### config.mk
export PLATFORM = sky130hd
export DESIGN_NAME = timer_dev
export DESIGN_NICKNAME = d
export VERILOG_FILES = /design/src/rtl/timer_dev_pkg.sv /design/src/rtl/timer_dev.sv
export SDC_FILE = /design/constraint.sdc
export NUM_CORES = 1
export LEC_CHECK = 0
export ABC_AREA = 1
export BUFFER_PORTS_ARGS = -buffer_cell sky130_fd_sc_hd__buf_2
export CAP_MARGIN = 10
export CELL_PAD_IN_SITES_DETAIL_PLACEMENT = 1
export CELL_PAD_IN_SITES_GLOBAL_PLACEMENT = 2
export CORE_ASPECT_RATIO = 1.75
export CORE_MARGIN = 5
export CORE_UTILIZATION = 28
export DETAILED_ROUTE_END_ITERATION = 10
export PLACE_DENSITY = 0.87
export SLEW_MARGIN = 20
export SYNTH_ARGS = -nofsm -noshare
export SYNTH_HDL_FRONTEND = slang
export SYNTH_SLANG_ARGS = --single-unit
### constraint.sdc
create_clock -name clk -period 1.65 [get_ports clk]
set_clock_uncertainty 0.15 [all_clocks]
set_input_delay 0 -clock clk [delete_from_list [all_inputs] [get_ports clk]]
set_output_delay 0 -clock clk [all_outputs]
set_load 0.02 [all_outputs]
### src/rtl/timer_dev_pkg.sv
// timer_dev_pkg: register offsets, CTRL bit positions, MODE and FSM encodings shared by the timer and MOV
package timer_dev_pkg;
    localparam logic [1:0] OFF_CTRL   = 2'd0;
    localparam logic [1:0] OFF_PRESET = 2'd1;
    localparam logic [1:0] OFF_COUNT  = 2'd2;
    localparam logic [1:0] OFF_RSVD   = 2'd3;
    localparam int CTRL_EN      = 0;
    localparam int CTRL_MODE_LO = 1;
    localparam int CTRL_MODE_HI = 2;
    localparam int CTRL_IM      = 3;
    localparam logic [1:0] MODE_ONESHOT = 2'b00;
    localparam logic [1:0] MODE_AUTO    = 2'b01;
    typedef enum logic [1:0] {ST_IDLE, ST_LOAD, ST_CNT, ST_INT} state_t;
endpackage

### src/rtl/timer_dev.sv
// timer_dev: memory-mapped countdown timer with one-shot / auto-reload modes and masked irq
// Ports: clk, reset (async active-low), sel/we/addr/wdata bridge write side,
//        rdata combinational read data, irq = CTRL.IM & expiry flag.
module timer_dev
    import timer_dev_pkg::*;
#(
    parameter logic [31:0] RST_PRESET = 32'h0
) (
    input  logic        clk,
    input  logic        reset,
    input  logic        sel,
    input  logic        we,
    input  logic [1:0]  addr,
    input  logic [31:0] wdata,
    output logic [31:0] rdata,
    output logic        irq
);
    logic [3:0]  r_ctrl;
    logic [31:0] r_preset;
    logic [31:0] r_count;
    logic        r_flag;
    state_t      r_state;
    logic        w_wr_ctrl;
    logic        w_wr_preset;
    logic        w_auto;
    logic        w_rearm;

    assign w_wr_ctrl   = sel & we & (addr == OFF_CTRL);
    assign w_wr_preset = sel & we & (addr == OFF_PRESET);
    assign w_auto      = r_ctrl[CTRL_MODE_HI:CTRL_MODE_LO] == MODE_AUTO;
    // The one-shot flag survives plain CTRL edits (e.g. unmasking IM after expiry);
    // it is released by a PRESET write or a CTRL write that re-arms EN.
    assign w_rearm     = w_wr_preset | (w_wr_ctrl & wdata[CTRL_EN]);

    always_ff @(posedge clk or negedge reset) begin
        if (!reset) begin
            r_ctrl   <= '0;
            r_preset <= RST_PRESET;
        end else begin
            // A software CTRL write takes priority over the one-shot EN clear
            if (w_wr_ctrl)
                r_ctrl <= wdata[3:0];
            else if (r_state == ST_INT && !w_auto)
                r_ctrl[CTRL_EN] <= 1'b0;
            if (w_wr_preset)
                r_preset <= wdata;
        end
    end

    always_ff @(posedge clk or negedge reset) begin
        if (!reset) begin
            r_state <= ST_IDLE;
            r_count <= '0;
            r_flag  <= 1'b0;
        end else begin
            // Setting wins over any release in the same cycle; auto-reload keeps it to one cycle
            r_flag <= (r_state == ST_INT) ? 1'b1 : (w_auto || w_rearm) ? 1'b0 : r_flag;
            case (r_state)
                ST_IDLE: if (r_ctrl[CTRL_EN]) r_state <= ST_LOAD;
                ST_LOAD: begin
                    r_count <= r_preset;
                    r_state <= ST_CNT;
                end
                ST_CNT: begin
                    // COUNT<=1 (including a PRESET of 0) expires without wrapping
                    if (!r_ctrl[CTRL_EN])
                        r_state <= ST_IDLE;
                    else if (r_count > 32'd1)
                        r_count <= r_count - 32'd1;
                    else begin
                        r_count <= '0;
                        r_state <= ST_INT;
                    end
                end
                ST_INT:  r_state <= ST_IDLE;
                default: r_state <= ST_IDLE;
            endcase
        end
    end

    always_comb begin
        rdata = !sel                ? '0 :
                addr == OFF_CTRL    ? {28'd0, r_ctrl} :
                addr == OFF_PRESET  ? r_preset :
                addr == OFF_COUNT   ? r_count : '0;
    end

    assign irq = r_ctrl[CTRL_IM] & r_flag;
endmodule

==> metrics.yaml <==
grt_pass1_wl_mm: 31.4
cts.reportedPaths.clkPinSlew_ns: 0.07
portBuffers: 70
crit_buf_inv: 2
r2r-start: "r_count[13]"
dpl_cell_area_mm2: 0.00587
clock_power_share_pct: 18.0
antenna_found_initial: 0
synth_edf_count: 0
p_seq_share_pct: 23.1
combinationalPowerShare_pct: 58.9
fin_nets: 941
finalWorstSetupSlack_ns: -0.402
critical_path_class: "flop to flop"
setup-violations-final: 34
drtPass1Iterations: 5
clkSinkCount: 71
yosysMostFrequentCell: "nand2_1"
std_cell_rows: 61
vias: 5653
finalWeightedCongestion: 0.871
cp-start-kind: "flop"
synth_cells: 689
clk_latency_ns: 0.34
synth.area.top_cells: "dfrtp_1, nand2_1, nand3_1"
antenna_left: 0
cts_buffers: 9
cts_max_level: 3
dieArea_mm2: 0.0189
synth_nets: 729
drive_above_1_share_pct: 34.4
area_growth_syn_to_layout_pct: 58.2
final_area_mm2: 0.00714
rsz0062_at_grt: "true"
hold_viol: 0
grt_pass1_vias: 6168
slowest_stage: "dfrtp_1"
ir_drop_mv: 0.675
period_share_pct: 124
leakage_nw: 3.63
setup_tns_ns: -10.84
vias_per_cell: 5.16
synthesis.area_mm2: 0.00452
cpPeakStageDelay_ns: 0.42
grt.total_usage_pct: 21.4
synth_cell_types: 27
slew_headroom_pct: 58.4
yosysSeqAreaShare_pct: 39.3
dpl.hpwl_mm: 13.4
drc: 0
cp_max_fo: 8
worst_pin_slew_ns: 0.622
p_switching_mw: 5.58
overflow: 0
drtIter0Drc: 309
internal-power_mw: 6.87
power_density_mw_per_mm2: 1740
cpMostUsedCell: "nand2_1"
die_x_um: 106
critPathRequiredTime_ns: 1.72
initial_utilization_pct: 28.4
drv_slew: 0
grt_start_max_net_pins: 44
hold_start: "sel"
fill_cells: 2016
clockBufferDepth: 2
synth_seq_cells: 71
crit_arrival_ns: 2.12
fmaxAchievable_ghz: 0.487
multiInputGateArea_mm2: 0.00278
root_buffer: "clkbuf_16"
synth_top_area_share_pct: 39.3
regArea_mm2: 0.00178
crit_family: "simple AND/OR/NAND/NOR gates"
hold_class: "primary input to flop"
coreArea_mm2: 0.0159
yosysWarningCount: 0
avgSynthCellArea_um2: 6.55
wl_per_cell_um: 19.8
switching_share_pct: 44.8
worstSetupEndpointType: "flop"
min_period_ns: 2.05
worstPathCellList: "nor2_2 -> nand2_2 -> nor2_1 -> nand2_1 -> nor2_4 -> buf_6 -> a21oi_4 -> buf_6 -> nand2_1 -> nand2_1 -> nand2_1 -> o21ai_1"
cts_tree: "yes"
die_h_um: 178
maxCapViolations: 0
hold_ws_ns: 0.00961
ys.flop_type: "dfrtp_1"
startpoint: "r_count[13]"
violations: "setup timing"
async_reset_ff_share_pct: 100
synth_top_cell_by_area: "dfrtp_1"
antennaDiodeCount: 0
outcome: "finished, violations left"
synth_common_cells: "nand2_1, dfrtp_1, nor2_1"
routed_wl_mm: 21.7
ioPinCount: 71
path summary, 6_finish.rpt:
check | endpoint | cells after the start | slack (ns)
max in group asynchronous | r_count[5] | 3 | 0.26
worst max-delay path | r_count[17] | 12 | -0.40
worst max register to register | r_count[17] | 12 | -0.40
worst min-delay path | r_preset[3] | 5 | 0.01
worst min register to register | r_preset[13] | 2 | 0.36
min in group asynchronous | r_count[0] | 3 | 0.07
timing repair:
action | CTS | global route
endpoints found under the setup margin | 33 | 36
pin swaps | 14 | 40
cloned | 1 | 0
hold endpoints to repair | 108 | 0
resized for setup | 43 | 82
buffers inserted | 8 | 13
hold buffers | 37 | 0
flip-flops by register name, summed over array words and instances (netlist names):
register  flops
r_ctrl        4
r_state       2
r_flag        1
r_preset     32
r_count      32
power groups by stage:
stage          logic (mW)  clock network (mW)  registers [mW]
2_1_floorplan        2.77                   0            2.76
3_3_place_gp         5.61                   0            2.73
3_5_place_dp         5.75                   0            2.75
4_1_cts              6.39                2.24            2.77
5_1_grt              7.83                2.33            2.91
6_report             7.33                2.25            2.87
kinds of logic after synthesis:
kind of cell             share of synthesized area (%)
XOR/XNOR                                          3.30
flip-flops                                        39.3
adder cells (fa/ha/maj)                          0.554
AND/OR/NAND/NOR                                   38.9
AO/OA/AOI/OAI                                     10.2
buffers and inverters                             7.70
per-stage QoR:
stage                     instances  setup slack (ns)  util, %  total power, mW
final                          1095            -0.402     45.0             12.4
after CTS                      1085            -0.237     43.0             11.4
after global placement         1024            -0.323     37.0             8.34
after global routing           1095            -0.462     45.0             13.1
after floorplan                 689            0.0109        -             5.53
after detailed placement       1024            -0.438     37.0             8.50
layout make-up:
type | count | area share, %
inverter | 55 | 2.89
clock buffer | 10 | 3.35
timing repair buffer | 230 | 25.4
tap | 189 | 3.31
sequential | 71 | 24.9
clock inverter | 6 | 1.26
multi-input combinational | 534 | 38.9
cells in the final DEF, fill, tap and decap left out, types with 2 or more instances in the layout:
cell,instances
nand2_1,281
buf_4,103
buf_2,69
dfrtp_1,67
inv_1,47
nand3_1,39
dlygate4sd3_1,37
a21oi_1,28
nor2_2,25
nor2_1,22
nor2_4,22
o21ai_0,19
nand2_2,17
o21ai_1,14
xor2_1,13
o22ai_1,12
buf_6,11
buf_12,10
clkbuf_16,9
inv_2,8
nand2_4,7
nand4_1,6
o21ai_2,6
nand3_2,5
dfrtp_2,4
o22ai_2,3
xnor2_1,3
nand3b_1,2
bufinv_16,2
inv_6,2
per-layer routing:
metal	up-vias	share of wire (%)	global-route usage, %
met5	-	0	0
met2	181	56	42.3
li1	2590	-	-
met1	2791	34	20.2
met3	91	3.0	2.68
met4	0	6.9	13.8
tightest hold or removal path: stages:
cell	delay [ns]
buf_2	0.15
nand2_1	0.11
nor2_4	0.06
nand2_1	0.05
o21ai_0	0.07
(Power assumes the default switching activity.)
